File: src/rtl/game_ctrl_if.sv
// -----------------------------------------------------------------------------
// game_ctrl_if
// Link between the turn sequencer (game_ctrl) and the history block.
//   guess0..3   working guess digits shown/stored by the history block
//   hist_mode   1 = history block in review mode
//   hist_up     single-cycle pulse, history btn_up
//   hist_down   single-cycle pulse, history btn_down
//   hist_select single-cycle pulse, history btn_select (commit guess)
//   hist_full   history block has no free turn slot
// master: game_ctrl side, slave: history block side.
// -----------------------------------------------------------------------------
interface game_ctrl_if;
  logic [2:0] guess0;
  logic [2:0] guess1;
  logic [2:0] guess2;
  logic [2:0] guess3;
  logic       hist_mode;
  logic       hist_up;
  logic       hist_down;
  logic       hist_select;
  logic       hist_full;

  modport master (
    output guess0, guess1, guess2, guess3,
    output hist_mode, hist_up, hist_down, hist_select,
    input  hist_full
  );

  modport slave (
    input  guess0, guess1, guess2, guess3,
    input  hist_mode, hist_up, hist_down, hist_select,
    output hist_full
  );
endinterface

File: src/rtl/game_ctrl.sv
// -----------------------------------------------------------------------------
// game_ctrl
// Turn sequencer for the code-breaking game. Holds the working guess and
// cursor, latches the secret code, drives the history block and scores each
// committed guess (black/white pegs) over an 8-cycle pass.
//
// Ports:
//   clk, reset              clock, asynchronous active-high reset
//   btn_*                   debounced single-cycle button pulses
//   secret0..3, secret_valid secret code from the generator
//   hist (master)           guess digits, hist_mode/up/down/select, hist_full
//   cursor                  digit being edited
//   black, white            score of the last committed guess
//   score_valid             black/white valid (cleared on next scoring pass)
//   turn                    number of scored turns
//   busy                    high while scoring
//   won, lost               terminal status, held until reset
//   reject                  single-cycle pulse when a guess is refused
//
// Optional: define GAME_CTRL_DUP_CHECK_EN to refuse guesses containing
// repeated digits; otherwise duplicates are accepted and reject stays 0.
// -----------------------------------------------------------------------------
module game_ctrl #(
  parameter int MAX_TURNS = 8,
  parameter int TURN_W    = 4
) (
  input  logic              clk,
  input  logic              reset,
  input  logic              btn_left,
  input  logic              btn_right,
  input  logic              btn_up,
  input  logic              btn_down,
  input  logic              btn_select,
  input  logic              btn_mode,
  input  logic [2:0]        secret0,
  input  logic [2:0]        secret1,
  input  logic [2:0]        secret2,
  input  logic [2:0]        secret3,
  input  logic              secret_valid,
  game_ctrl_if.master       hist,
  output logic [1:0]        cursor,
  output logic [2:0]        black,
  output logic [2:0]        white,
  output logic              score_valid,
  output logic [TURN_W-1:0] turn,
  output logic              busy,
  output logic              won,
  output logic              lost,
  output logic              reject
);

  typedef enum logic [2:0] {IDLE, EDIT, SCORE, REVIEW, WON, LOST} state_t;

  state_t            state_q, state_d, ret_q, ret_d;
  logic [2:0]        guess_q [4];
  logic [2:0]        guess_d [4];
  logic [2:0]        secret_q [4];
  logic [2:0]        secret_d [4];
  logic [1:0]        cursor_d;
  logic [2:0]        step_q, step_d;
  logic [2:0]        acc_q, acc_d;
  logic [2:0]        black_tmp_q, black_tmp_d;
  logic [2:0]        black_d, white_d;
  logic              score_valid_d, busy_d, won_d, lost_d, reject_d;
  logic [TURN_W-1:0] turn_d, turn_inc;
  logic              mode_q, mode_d;
  logic              up_q, up_d, down_q, down_d, sel_q, sel_d;
  logic              accept_sel;
  logic [2:0]        cnt_g, cnt_s, min_gs, black_now;

  assign hist.guess0      = guess_q[0];
  assign hist.guess1      = guess_q[1];
  assign hist.guess2      = guess_q[2];
  assign hist.guess3      = guess_q[3];
  assign hist.hist_mode   = mode_q;
  assign hist.hist_up     = up_q;
  assign hist.hist_down   = down_q;
  assign hist.hist_select = sel_q;

  // Scoring helpers: exact matches, and for digit value step_q the number of
  // occurrences in guess and secret. Summing min() over all 8 digit values
  // gives black+white, so white falls out as the sum minus black.
  always_comb begin
    cnt_g     = '0;
    cnt_s     = '0;
    black_now = '0;
    for (int i = 0; i < 4; i++) begin
      if (guess_q[i] == step_q)      cnt_g     = cnt_g + 3'd1;
      if (secret_q[i] == step_q)     cnt_s     = cnt_s + 3'd1;
      if (guess_q[i] == secret_q[i]) black_now = black_now + 3'd1;
    end
    min_gs = (cnt_g < cnt_s) ? cnt_g : cnt_s;
  end

`ifdef GAME_CTRL_DUP_CHECK_EN
  assign accept_sel = !((guess_q[0] == guess_q[1]) || (guess_q[0] == guess_q[2]) ||
                        (guess_q[0] == guess_q[3]) || (guess_q[1] == guess_q[2]) ||
                        (guess_q[1] == guess_q[3]) || (guess_q[2] == guess_q[3]));
`else
  assign accept_sel = 1'b1;
`endif

  // Next-state and next-output logic; every output is the registered copy of
  // its *_d value, so pulses appear the cycle after the triggering button.
  always_comb begin
    state_d       = state_q;
    ret_d         = ret_q;
    guess_d       = guess_q;
    secret_d      = secret_q;
    cursor_d      = cursor;
    step_d        = step_q;
    acc_d         = acc_q;
    black_tmp_d   = black_tmp_q;
    black_d       = black;
    white_d       = white;
    score_valid_d = score_valid;
    turn_d        = turn;
    busy_d        = busy;
    won_d         = won;
    lost_d        = lost;
    reject_d      = 1'b0;
    mode_d        = mode_q;
    up_d          = 1'b0;
    down_d        = 1'b0;
    sel_d         = 1'b0;
    turn_inc      = turn + 1'b1;

    case (state_q)
      IDLE: begin
        if (secret_valid) begin
          secret_d[0] = secret0;
          secret_d[1] = secret1;
          secret_d[2] = secret2;
          secret_d[3] = secret3;
          state_d     = EDIT;
        end
      end

      EDIT: begin
        if (btn_select) begin
          if (accept_sel) begin
            sel_d         = 1'b1;
            state_d       = SCORE;
            busy_d        = 1'b1;
            score_valid_d = 1'b0;
            step_d        = '0;
            acc_d         = '0;
          end else begin
            reject_d = 1'b1;
          end
        end else if (btn_mode) begin
          state_d = REVIEW;
          ret_d   = EDIT;
          mode_d  = 1'b1;
        end else if (btn_up) begin
          guess_d[cursor] = guess_q[cursor] + 3'd1;
        end else if (btn_down) begin
          guess_d[cursor] = guess_q[cursor] - 3'd1;
        end else if (btn_left) begin
          cursor_d = cursor - 2'd1;
        end else if (btn_right) begin
          cursor_d = cursor + 2'd1;
        end
      end

      SCORE: begin
        acc_d  = acc_q + min_gs;
        step_d = step_q + 3'd1;
        if (step_q == 3'd0) black_tmp_d = black_now;
        if (step_q == 3'd7) begin
          black_d       = black_tmp_q;
          white_d       = acc_q + min_gs - black_tmp_q;
          score_valid_d = 1'b1;
          turn_d        = turn_inc;
          busy_d        = 1'b0;
          if (black_tmp_q == 3'd4) begin
            state_d = WON;
            won_d   = 1'b1;
          end else if ((turn_inc == TURN_W'(MAX_TURNS)) || hist.hist_full) begin
            state_d = LOST;
            lost_d  = 1'b1;
          end else begin
            state_d = EDIT;
          end
        end
      end

      REVIEW: begin
        if (btn_mode) begin
          state_d = ret_q;
          mode_d  = 1'b0;
        end else if (btn_up) begin
          up_d = 1'b1;
        end else if (btn_down) begin
          down_d = 1'b1;
        end
      end

      WON, LOST: begin
        if (btn_mode) begin
          state_d = REVIEW;
          ret_d   = state_q;
          mode_d  = 1'b1;
        end
      end

      default: state_d = IDLE;
    endcase
  end

  // State and output registers; reset clears everything, including any
  // hist_select that would otherwise be pending.
  always_ff @(posedge clk or posedge reset) begin
    if (reset) begin
      state_q     <= IDLE;
      ret_q       <= EDIT;
      guess_q     <= '{default: 3'd0};
      secret_q    <= '{default: 3'd0};
      cursor      <= '0;
      step_q      <= '0;
      acc_q       <= '0;
      black_tmp_q <= '0;
      black       <= '0;
      white       <= '0;
      score_valid <= 1'b0;
      turn        <= '0;
      busy        <= 1'b0;
      won         <= 1'b0;
      lost        <= 1'b0;
      reject      <= 1'b0;
      mode_q      <= 1'b0;
      up_q        <= 1'b0;
      down_q      <= 1'b0;
      sel_q       <= 1'b0;
    end else begin
      state_q     <= state_d;
      ret_q       <= ret_d;
      guess_q     <= guess_d;
      secret_q    <= secret_d;
      cursor      <= cursor_d;
      step_q      <= step_d;
      acc_q       <= acc_d;
      black_tmp_q <= black_tmp_d;
      black       <= black_d;
      white       <= white_d;
      score_valid <= score_valid_d;
      turn        <= turn_d;
      busy        <= busy_d;
      won         <= won_d;
      lost        <= lost_d;
      reject      <= reject_d;
      mode_q      <= mode_d;
      up_q        <= up_d;
      down_q      <= down_d;
      sel_q       <= sel_d;
    end
  end

endmodule

File: src/flat_wrapper.sv
// flat-port wrapper written by rule: the top's interface ports become plain ports
module game_ctrl_flat 
#(
  parameter int MAX_TURNS = 8,
  parameter int TURN_W    = 4
)
  (clk, reset, btn_left, btn_right, btn_up, btn_down, btn_select, btn_mode, secret0, secret1, secret2, secret3, secret_valid, cursor, black, white, score_valid, turn, busy, won, lost, reject, hist_guess0, hist_guess1, hist_guess2, hist_guess3, hist_hist_mode, hist_hist_up, hist_hist_down, hist_hist_select, hist_hist_full);
  game_ctrl_if hist_i ();
  input  logic clk;
  input  logic reset;
  input  logic btn_left;
  input  logic btn_right;
  input  logic btn_up;
  input  logic btn_down;
  input  logic btn_select;
  input  logic btn_mode;
  input  logic [2:0] secret0;
  input  logic [2:0] secret1;
  input  logic [2:0] secret2;
  input  logic [2:0] secret3;
  input  logic secret_valid;
  output logic [1:0] cursor;
  output logic [2:0] black;
  output logic [2:0] white;
  output logic score_valid;
  output logic [TURN_W-1:0] turn;
  output logic busy;
  output logic won;
  output logic lost;
  output logic reject;
  output wire logic [$bits(hist_i.guess0)-1:0] hist_guess0;
  output wire logic [$bits(hist_i.guess1)-1:0] hist_guess1;
  output wire logic [$bits(hist_i.guess2)-1:0] hist_guess2;
  output wire logic [$bits(hist_i.guess3)-1:0] hist_guess3;
  output wire logic [$bits(hist_i.hist_mode)-1:0] hist_hist_mode;
  output wire logic [$bits(hist_i.hist_up)-1:0] hist_hist_up;
  output wire logic [$bits(hist_i.hist_down)-1:0] hist_hist_down;
  output wire logic [$bits(hist_i.hist_select)-1:0] hist_hist_select;
  input wire logic [$bits(hist_i.hist_full)-1:0] hist_hist_full;
  assign hist_guess0 = hist_i.guess0;
  assign hist_guess1 = hist_i.guess1;
  assign hist_guess2 = hist_i.guess2;
  assign hist_guess3 = hist_i.guess3;
  assign hist_hist_mode = hist_i.hist_mode;
  assign hist_hist_up = hist_i.hist_up;
  assign hist_hist_down = hist_i.hist_down;
  assign hist_hist_select = hist_i.hist_select;
  assign hist_i.hist_full = hist_hist_full;
  game_ctrl #(.MAX_TURNS(MAX_TURNS), .TURN_W(TURN_W)) u_core (.clk(clk), .reset(reset), .btn_left(btn_left), .btn_right(btn_right), .btn_up(btn_up), .btn_down(btn_down), .btn_select(btn_select), .btn_mode(btn_mode), .secret0(secret0), .secret1(secret1), .secret2(secret2), .secret3(secret3), .secret_valid(secret_valid), .hist(hist_i), .cursor(cursor), .black(black), .white(white), .score_valid(score_valid), .turn(turn), .busy(busy), .won(won), .lost(lost), .reject(reject));
endmodule
File: config.mk
export PLATFORM = sky130hd
export DESIGN_NAME = game_ctrl_flat
export DESIGN_NICKNAME = d
export VERILOG_FILES = /design/src/rtl/game_ctrl_if.sv /design/src/rtl/game_ctrl.sv /design/src/flat_wrapper.sv
export SDC_FILE = /design/constraint.sdc
export NUM_CORES = 1
export LEC_CHECK = 0
export CORE_MARGIN = 2
export CORE_UTILIZATION = 54
export CTS_CLUSTER_DIAMETER = 80
export DETAILED_ROUTE_END_ITERATION = 8
export DONT_BUFFER_PORTS = 1
export GPL_ROUTABILITY_DRIVEN = 1
export PLACE_DENSITY_LB_ADDON = 0.05
export SLEW_MARGIN = 20
export SYNTH_ARGS = -nofsm -noshare
export SYNTH_HDL_FRONTEND = slang
export SYNTH_SLANG_ARGS = --single-unit
File: constraint.sdc
create_clock -name clk -period 5.1 [get_ports clk]
set_input_delay 0.51 -clock clk [delete_from_list [all_inputs] [get_ports clk]]
set_output_delay 0.51 -clock clk [all_outputs]
set_load 0.01 [all_outputs]
==> results of run 1 <==
flip-flops by register name, indices dropped and copies added, names as in the netlist, 3 cells and up, named ones only:
| signal | cells |
|---|---|
| u_core.acc_q | 3 |
| u_core.black | 3 |
| u_core.black_tmp_q | 3 |
| u_core.ret_q | 3 |
| u_core.secret_q | 12 |
| u_core.state_q | 3 |
| u_core.step_q | 3 |
| u_core.turn | 4 |
| u_core.white | 3 |
path summary, 6_finish.rpt:
check / end / slack (ns) / cells after the start
max in group asynchronous: u_core.step_q[2] / 4.30 / 2
max: u_core.white[2] / 0.38 / 19
max reg2reg: u_core.white[2] / 0.38 / 19
min in group clk: u_core.secret_q[10] / 0.32 / 1
min reg2reg: u_core.ret_q[0] / 0.45 / 2
min: u_core.ret_q[1] / 0.27 / 2
layout make-up:
cell class	count	share of cell area
multi-input combinational	259	0.517
sequential	59	0.376
clock buffer	11	0.0360
tap	77	0.0245
inverter	20	0.0191
clock inverter	5	0.0134
timing repair buffer	7	0.0134
cells by family (layout without fill, tap and decap cells):
logic type,after synthesis,in the layout
adder cells (fa/ha/maj),23,23
flip-flops,59,59
XOR/XNOR,53,53
buffers and inverters,35,43
AO/OA/AOI/OAI,53,53
AND/OR/NAND/NOR,94,94
multiplexers,35,35
other,1,1
critical path, delay by kind of cell (launching register included):
family	cells	cell delay [ns]
adder cells (fa/ha/maj)	6	1.92
AND/OR/NAND/NOR	5	1.05
XOR/XNOR	4	0.64
flip-flops	1	0.48
AO/OA/AOI/OAI	3	0.43
buffers and inverters	1	0.05
per-stage QoR:
stage               total power [mW]  std cells  area (µm²)  hold slack [ns]
global placement                2.69        420        3710            0.448
CTS                             3.16        436        3900            0.281
detailed placement              2.73        420        3710            0.450
floorplan                       2.39        353        3660            0.435
finish                          3.16        438        3930            0.265
global route                    3.51        438        3930            0.302
per-layer routing:
layer  track usage  vias to the layer above  share of wire
met1         0.295                     1180           0.48
met2         0.318                       50           0.45
met3        0.0600                       14          0.054
li1              -                     1216              -
met4        0.0994                        0          0.021
met5             0                        -              0
layout by cell type (no fill, tap or decap), drive strengths merged, types with 2 or more instances in the layout:
| master | n |
|---|---|
| dfrtp | 58 |
| xnor2 | 38 |
| nand2 | 27 |
| mux2 | 26 |
| ha | 21 |
| inv | 20 |
| nor2 | 17 |
| a21oi | 17 |
| xor2 | 15 |
| o21ai | 14 |
| nand3 | 12 |
| clkbuf | 11 |
| buf | 7 |
| and3 | 7 |
| mux2i | 6 |
| nand2b | 5 |
| nor3 | 5 |
| nor2b | 4 |
| mux4 | 3 |
| o211ai | 3 |
| o31ai | 3 |
| o22ai | 3 |
| clkinv | 3 |
| and2 | 2 |
| a211oi | 2 |
| nand3b | 2 |
| a21boi | 2 |
| nand4 | 2 |
| a31o | 2 |
| fa | 2 |
| nor4 | 2 |
| nor3b | 2 |
power by group through the flow:
stage | Combinational [mW] | Sequential [mW] | Clock, mW
floorplan | 1.53 | 0.851 | 0
global placement | 1.70 | 0.986 | 0
detailed placement | 1.74 | 0.990 | 0
CTS | 1.75 | 0.980 | 0.430
global route | 2.04 | 1.01 | 0.457
finish | 1.76 | 0.978 | 0.420
repair_timing:
item | in CTS | in global routing
buffers inserted | 0 | 2
endpoints found under the setup margin | 0 | 1
gates resized for setup | 0 | 5
==> summary.txt, run 1 <==
Drt
  • Post-DR wirelength/cell: 16.6 µm
  • 1st-iter DRT viols: 82
  • Vias: between 2000 and 2500
  • Drt total wl: approximately 7300 µm
  • Post-route DRC: 0
  • Detail Route Antenna Nets: 0
  • Vias per cell: between 5 and 6
  • TritonRoute pass-1 iters: 4

Final layout
  • Fill count: 563
  • FF/Latch Area: approximately 0.0015 mm²
  • Fraction of layout cells with a size suffix above 1: 0.180
  • Layout Utilization: 0.609
  • Syn-to-layout area delta: 7.56%
  • Area of the multi-input gates: around 0.002 mm²
  • # diodes: 0
  • Nets@finish: between 400 and 500

Global route
  • Global Route Usage Sum: 0.215
  • Largest net degree at the start of global routing: 60
  • First-pass GRT wire length: between 10000 and 15000 µm
  • Gr ovfl total: 0
  • Initial antenna violation count: 0
  • Vias in the first global route: 2537

Timing
  • Final WS setup: approximately 0.38 ns
  • Final Skew: 0.00591 ns
  • Hold Vio Cnt, Final: 0
  • Final max-slew violation count: 0
  • Worst-margin pin slew: a little over 1 ns
  • RSZ-0062 raised after global routing: no
  • Peak Freq: about 210 MHz
  • Rel. slew slack: 0.318
  • Period utilization: 0.926
  • Post-layout minimum cycle time: 4.72 ns
  • Final setup viols: 0
  • Setup TNS Final: 0 ns

Floorplanning
  • # rows: 29
  • Die ar.: 0.00744 mm²
  • Die X-Extent: roughly 86 µm
  • Core ar.: about 0.0065 mm²
  • I/O pin total: 55
  • Die Ht: approximately 86 µm
  • Initial Utilization: 0.566

Power and ir drop
  • Sequential power share: 0.309
  • Clk pwr share: 0.133
  • P_leak: around 1.8 nW
  • Internal power: between 1.5 and 2 mW
  • Pwr per Cell Area: around 800 mW/mm²
  • Comb power frac: 0.558
  • Worst vdd ir: 0.355 mV
  • Sw Share: 0.443
  • NetSw: roughly 1.4 mW

Logic synthesis
  • Post-synth top cells: dfrtp_1 (58), xnor2_1 (38), nand2_1 (27)
  • Synth Area in Compound Gates: 0.0893
  • Post-synth top area share: 0.397
  • Post-synth top area cell: dfrtp_1
  • Mux cell area share after synthesis: 0.115
  • Netlist cell types: between 50 and 60
  • Syn_area_per_cell: between 10 and 15 µm²
  • XOR/XNOR Fraction of Synth Area: 0.129
  • Count leader, synth: dfrtp_1
  • Synthesized area: roughly 0.0037 mm²
  • Sequential share of the synthesized area: 0.404
  • Ys async rst share: 1.00
  • Synth Area in Simple Gates: 0.135
  • Ys flop type: dfrtp_1
  • Post-synth net total: between 300 and 400
  • Ys Warns: 0
  • Synth Instances: approximately 350
  • Register bit total from synthesis: 59
  • Post-synthesis adder-cell area fraction: 0.0828
  • Main combinational cell family by area after synthesis: simple AND/OR/NAND/NOR gates
  • Main area contributors after synthesis: dfrtp_1 (40%), xnor2_1 (9.1%), mux2_2 (7.7%), ha_1 (7.2%), xor2_1 (3.4%)
  • Post-synth EDFFs: 0

Hold path
  • Tightest Hold Check Type: in -> async

Setup path
  • Critical path class: reg -> reg
  • Worst path slowest cell: or4_1
  • Setup crit end kind: flip-flop
  • Critical Path RT: 5.30 ns
  • Setup crit start: u_core.step_q[0]
  • Critical Path AT: 4.92 ns
  • Slowest stage delay, CP: roughly 0.59 ns
  • Cells along the critical path: xnor2_1, and3_2, ha_1, or4_1, nand2_1, ha_1, nand4_1, xnor2_1, ha_1, inv_1, a21oi_2, a21boi_0, nor2_1, ha_1, fa_1, fa_1, xnor2_1, xnor2_1, a21oi_1
  • RR Startpoint: u_core.step_q[0]
  • Startpoint types: flip-flop
  • Worst Path Max Fanout: 9

Clocking
  • Clock sinks: 59
  • CTS root buf: clkbuf_8
  • Clock transition at path regs: 0.07 ns
  • Latest clock arrival within the worst-skew pair: 0.34 ns
  • CTS Buffer Depth: 2
  • Cts hold-fix bufs: 0
  • H-tree levels: 3
  • CTS Buf Count: 9
  • CTS tree: yes

Place
  • Routability Congestion: approximately 0.79
  • Pre-CTS WS: between 0.2 and 0.3 ns
  • Hpwl dp: about 5300 µm
  • Buffers on Ports: 0

Run
  • Max_cap viols: 0

Run status
  • Status: finished, final reports clean
Note: power is estimated with default switching activity, not from simulation.
==> run 2, diff against run 1 <==
--- a/config.mk
+++ b/config.mk
@@ -5,6 +5,7 @@
 export SDC_FILE = /design/constraint.sdc
 export NUM_CORES = 1
 export LEC_CHECK = 0
+export ABC_AREA = 1
 export CORE_MARGIN = 2
 export CORE_UTILIZATION = 54
 export CTS_CLUSTER_DIAMETER = 80
==> constraint.sdc (replaced) <==
create_clock -name clk -period 5.45 [get_ports clk]
set_input_delay 0.545 -clock clk [delete_from_list [all_inputs] [get_ports clk]]
set_output_delay 0.545 -clock clk [all_outputs]
set_load 0.01 [all_outputs]
==> summary.txt, run 2 <==
Run status
  • Status: finished, final reports clean

Logic synthesis
  • Main area contributors after synthesis: dfrtp_1 (38%), nand2_1 (9.8%), xnor2_1 (8.4%), ha_1 (7.0%), inv_1 (5.9%)
  • Ys Warns: 0
  • Synthesized area: between 0.003 and 0.004 mm²
  • Ys async rst share: 1.00
  • Mux cell area share after synthesis: 0.0412
  • Synth Area in Simple Gates: 0.197
  • Post-synth top area share: 0.385
  • XOR/XNOR Fraction of Synth Area: 0.111
  • Synth Instances: 429
  • Post-synth top area cell: dfrtp_1
  • Register bit total from synthesis: about 60
  • Post-synth EDFFs: 0
  • Netlist cell types: 45
  • Main combinational cell family by area after synthesis: simple AND/OR/NAND/NOR gates
  • Post-synth net total: roughly 470
  • Synth Area in Compound Gates: 0.0919
  • Post-synthesis adder-cell area fraction: 0.0803
  • Count leader, synth: nand2_1
  • Post-synth top cells: nand2_1 (98), inv_1 (59), dfrtp_1 (58)
  • Syn_area_per_cell: 8.79 µm²
  • Ys flop type: dfrtp_1
  • Sequential share of the synthesized area: 0.392

Final layout
  • Most common cell after layout, fill and taps aside: nand2_1
  • Syn-to-layout area delta: 6.51%
  • Nets@finish: 480
  • Top reg by flops: u_core.secret_q
  • # diodes: 0
  • Fraction of layout cells with a size suffix above 1: 0.143
  • Regs by FF count: u_core.secret_q: 12 flops, u_core.turn: 4 flops
  • Max FFs per register: 12
  • Fill count: ~600
  • Commonest cells after routing, fill and taps aside: nand2_1 (98), inv_1 (58), dfrtp_1 (58)
  • Final non-filler cell area: roughly 0.0040 mm²
  • Layout Utilization: 0.594

Setup path
  • Bufs and invs on worst path: 5
  • Worst Path Max Fanout: 10
  • Slowest stage delay, CP: around 0.7 ns
  • Critical path class: reg -> reg
  • Setup crit end kind: flip-flop
  • Critical Path RT: 5.67 ns
  • Critical Path AT: 4.89 ns
  • Setup crit start: u_core.step_q[1]
  • Worst path slowest cell: dfrtp_1
  • Family with the most delay on the worst path: adder cells
  • RR Startpoint: u_core.step_q[1]
  • Startpoint types: flip-flop

Clocking
  • Postcts setup bufs: 0
  • CTS tree: yes
  • CTS Buf Count: 9
  • CTS Buffer Depth: 2
  • Resize count post-CTS: 0
  • Clock transition at path regs: 0.08 ns
  • Latest clock arrival within the worst-skew pair: roughly 0.33 ns
  • CTS root buf: clkbuf_8
  • Cts hold-fix bufs: 0
  • H-tree levels: 3
  • Clock sinks: slightly below 60

Global route
  • First-pass GRT wire length: ~13000 µm
  • Vias in the first global route: approximately 2700
  • Largest net degree at the start of global routing: 60
  • Initial antenna violation count: 0
  • Global routing usage on met3: 0.0509
  • Met2 Use GR: 0.351
  • Busiest grt layer: met2
  • Gr ovfl total: 0
  • Met1 Use GR: 0.296
  • Global Route Usage Sum: 0.217

Drt
  • TritonRoute pass-1 iters: 4
  • Drt total wl: between 7000 and 8000 µm
  • Post-DR wirelength/cell: 14.6 µm
  • Post-route DRC: 0
  • 1st-iter DRT viols: between 100 and 150
  • Vias per cell: between 5 and 6
  • Detail Route Antenna Nets: 0
  • Vias: roughly 2700

Floorplanning
  • # rows: 30
  • Core ar.: approximately 0.0068 mm²
  • I/O pin total: between 50 and 60
  • Die ar.: roughly 0.0077 mm²
  • Initial Utilization: 0.558
  • Die Ht: about 88 µm
  • Die X-Extent: around 90 µm

Timing
  • Hold Vio Cnt, Final: 0
  • Final setup viols: 0
  • RSZ-0062 raised after global routing: no
  • Peak Freq: approximately 210 MHz
  • Rel. slew slack: 0.508
  • Worst-margin pin slew: roughly 0.74 ns
  • Final Skew: approximately 0.011 ns
  • Setup TNS Final: 0 ns
  • Final max-slew violation count: 0
  • Post-layout minimum cycle time: around 4.7 ns
  • Period utilization: 0.857

Place
  • Routability Congestion: 0.830
  • Buffers on Ports: 0
  • Dpl cell area: 0.00381 mm²
  • Hpwl dp: a little under 6000 µm

Power and ir drop
  • Pwr per Cell Area: 688 mW/mm²
  • Worst vdd ir: ~0.35 mV
  • P_leak: 2.00 nW

Hold path
  • Tightest Hold Check Type: in -> async

Run
  • Max_cap viols: 0
## run 2: path summary, 6_finish.rpt
check,end,slack (ns),cells after the start
max,u_core.white[2],0.78,25
min,u_core.lost,0.30,2
max reg2reg,u_core.white[2],0.78,25
min reg2reg,u_core.ret_q[1],0.51,2
max in group asynchronous,u_core.secret_q[7],4.65,2
min in group clk,u_core.hist.hist_mode,0.32,1
## run 2: area by class of cell
class,count,area (µm²),area share
multi-input combinational,296,1970,0.491
sequential,59,1480,0.368
inverter,68,258,0.0642
clock buffer,10,138,0.0343
tap,80,100,0.0249
clock inverter,6,63.8,0.0159
timing repair buffer,1,7.51,0.00187
## run 2: power by group
group	switching, mW	internal, mW
logic	0.856	0.632
registers	0.276	0.596
clock network	0.181	0.223
## run 2: layer usage
layer  share of wire  wire length, µm
met1            0.47             3560
met2            0.49             3710
met5               0                0
met4           0.010               77
met3           0.035              263
## run 2: logic make-up after synthesis
family	after synthesis
other cells	1
simple gates	157
fa+ha+maj	23
flops	59
xor+xnor	46
compound gates	57
buf+inv	74
mux	12
## run 2: through the flow
| step | cells | power (mW) | hold WS (ns) | setup slack, ns |
|---|---|---|---|---|
| after detailed placement | 504 | 2.38 | 0.496 | 0.783 |
| final | 520 | 2.76 | 0.302 | 0.782 |
| after floorplan | 429 | 2.07 | 0.457 | 1.14 |
| after global placement | 504 | 2.33 | 0.483 | 0.927 |
| after global routing | 520 | 3.06 | 0.297 | 0.343 |
| after CTS | 520 | 2.79 | 0.298 | 0.759 |
==> run 3, diff against run 2 <==
--- a/config.mk
+++ b/config.mk
@@ -6,7 +6,7 @@
 export NUM_CORES = 1
 export LEC_CHECK = 0
 export ABC_AREA = 1
-export CORE_MARGIN = 2
+export CORE_MARGIN = 3
 export CORE_UTILIZATION = 54
 export CTS_CLUSTER_DIAMETER = 80
 export DETAILED_ROUTE_END_ITERATION = 8
==> constraint.sdc (replaced) <==
create_clock -name clk -period 4.5 [get_ports clk]
set_input_delay 0.45 -clock clk [delete_from_list [all_inputs] [get_ports clk]]
set_output_delay 0.45 -clock clk [all_outputs]
set_load 0.01 [all_outputs]
==> summary.txt, run 3 (same netlist as run 2, synthesis figures left out) <==
Timing
  • Worst Hold Slack: 0.198 ns
  • Final setup viols: 0
  • Worst-margin pin slew: between 0.7 and 0.8 ns
  • Final max-slew violation count: 0
  • Rel. slew slack: 0.518
  • Post-layout minimum cycle time: 4.26 ns
  • Final Skew: roughly 0.010 ns
  • Peak Freq: approximately 230 MHz
  • Hold Vio Cnt, Final: 0
  • Period utilization: 0.946

Final layout
  • Nets@finish: just under 500
  • Commonest cells after routing, fill and taps aside: nand2_1 (98), inv_1 (57), dfrtp_1 (56)
  • Fill count: approximately 560
  • Top reg by flops: u_core.secret_q
  • # diodes: 0
  • Syn-to-layout area delta: 10.8%
  • Fraction of layout cells with a size suffix above 1: 0.188
  • Max FFs per register: 12
  • Regs by FF count: u_core.secret_q: 12 flops, u_core.turn: 4 flops
  • Most common cell after layout, fill and taps aside: nand2_1
  • Final non-filler cell area: 0.00418 mm²

Power and ir drop
  • P_leak: roughly 2.1 nW
  • Pwr per Cell Area: 849 mW/mm²
  • Worst vdd ir: around 0.50 mV

Clocking
  • H-tree levels: 3
  • CTS root buf: clkbuf_8
  • Latest clock arrival within the worst-skew pair: 0.34 ns
  • CTS tree: yes
  • Cts hold-fix bufs: 0
  • Clock transition at path regs: 0.07 ns
  • CTS Buffer Depth: 2
  • CTS Buf Count: 9
  • Clock sinks: 59

Setup path
  • Critical path class: reg -> reg
  • Family with the most delay on the worst path: adder cells
  • Worst Path Max Fanout: 5
  • Critical Path AT: roughly 4.5 ns
  • Startpoint types: flip-flop
  • Slowest stage delay, CP: between 0.4 and 0.5 ns
  • Setup crit end kind: flip-flop
  • Reg2reg setup slack: between 0.2 and 0.25 ns
  • Worst path slowest cell: fa_1
  • Critical Path RT: ~4.7 ns
  • Cells along the critical path: xnor2_2, and3_4, ha_4, nand4_1, nand2_1, inv_1, ha_1, inv_1, nor2_1, xor2_1, ha_1, inv_1, a21oi_2, nand2_2, nand2_1, nand2_1, ha_1, fa_1, fa_2, xnor2_2, inv_1, or2_2, nand3_1, nand2_1
  • Bufs and invs on worst path: 4

Drt
  • Vias: roughly 2800
  • Vias per cell: between 5 and 6
  • Detail Route Antenna Nets: 0
  • TritonRoute pass-1 iters: 4
  • 1st-iter DRT viols: 100
  • Post-route DRC: 0
  • Post-DR wirelength/cell: between 10 and 15 µm
  • Drt total wl: just under 8000 µm

Floorplanning
  • Die X-Extent: 89.6 µm
  • Die ar.: between 0.008 and 0.009 mm²
  • # rows: 29
  • Initial Utilization: 0.574
  • Die Ht: 89.6 µm
  • I/O pin total: 55
  • Core ar.: between 0.006 and 0.007 mm²

Run
  • Max_cap viols: 0

Global route
  • Initial antenna violation count: 0
  • Vias in the first global route: about 2700
  • Gr ovfl total: 0
  • First-pass GRT wire length: ~13000 µm
  • Largest net degree at the start of global routing: 60
  • Global Route Usage Sum: 0.216

Place
  • Routability Congestion: about 0.85
  • Hpwl dp: 6090 µm
  • Dpl cell area: between 0.003 and 0.004 mm²
  • Buffers on Ports: 0

Run status
  • Status: finished, final reports clean

Hold path
  • Tightest Hold Check Type: in -> async
==> run 3: cell types whose count changed in the layout (fill, tap and decap cells not counted), sizes merged <==
cell	delta
clkbuf	+1
buf	+11
clkinvlp	-1
==> run 3: layout make-up <==
cell class / instances / area (µm²) / area share
Clock buffer: 11 / 151 / 0.0362
Clock inverter: 5 / 60.1 / 0.0144
Inverter: 68 / 258 / 0.0617
Multi-Input combinational cell: 296 / 2020 / 0.484
Sequential cell: 59 / 1480 / 0.354
Tap cell: 93 / 116 / 0.0279
Timing Repair Buffer: 12 / 90.1 / 0.0216
==> run 3: final timing paths <==
check | cells after the start | to | startpoint
worst min-delay path | 2 | u_core.won | reset
worst max register to register | 24 | u_core.white[2] | u_core.step_q[2]
worst max-delay path | 24 | u_core.white[2] | u_core.step_q[2]
max in group asynchronous | 2 | u_core.step_q[0] | reset
worst min register to register | 2 | u_core.ret_q[1] | u_core.ret_q[1]
min in group clk | 1 | u_core.hist.hist_mode | btn_mode
==> run 3: metrics by stage <==
step	utilization	total power, mW	instances	TNS (ns)	worst slack (ns)
CTS	0.626	3.47	542	0	0.00789
detailed placement	0.593	2.95	526	-0.0421	-0.0421
global placement	0.593	2.88	526	0	0.114
finish	0.636	3.55	544	0	0.244
floorplan	-	2.51	429	0	0.192
global route	0.636	3.90	544	-0.0129	-0.0129
==> run 3: per-layer routing <==
metal  up-vias  GRT usage  share of wire
li1       1409          -              -
met1      1307      0.295           0.47
met2        48      0.334           0.48
met3         6     0.0608          0.046
met4         0     0.0609         0.0094
met5         -          0              0
==> run 3: what timing repair did <==
item                       in CTS  in global routing
setup endpoints to repair       1                  1
resized for setup               1                 11
buffers inserted                0                  2
pin swaps                       0                  9
hold endpoints to repair        0                  0
==> run 3: power by group <==
part / switching, mW / leakage [nW] / internal [mW]
registers: 0.281 / 0.737 / 0.725
clock network: 0.216 / 0.106 / 0.288
logic: 1.16 / 1.22 / 0.882
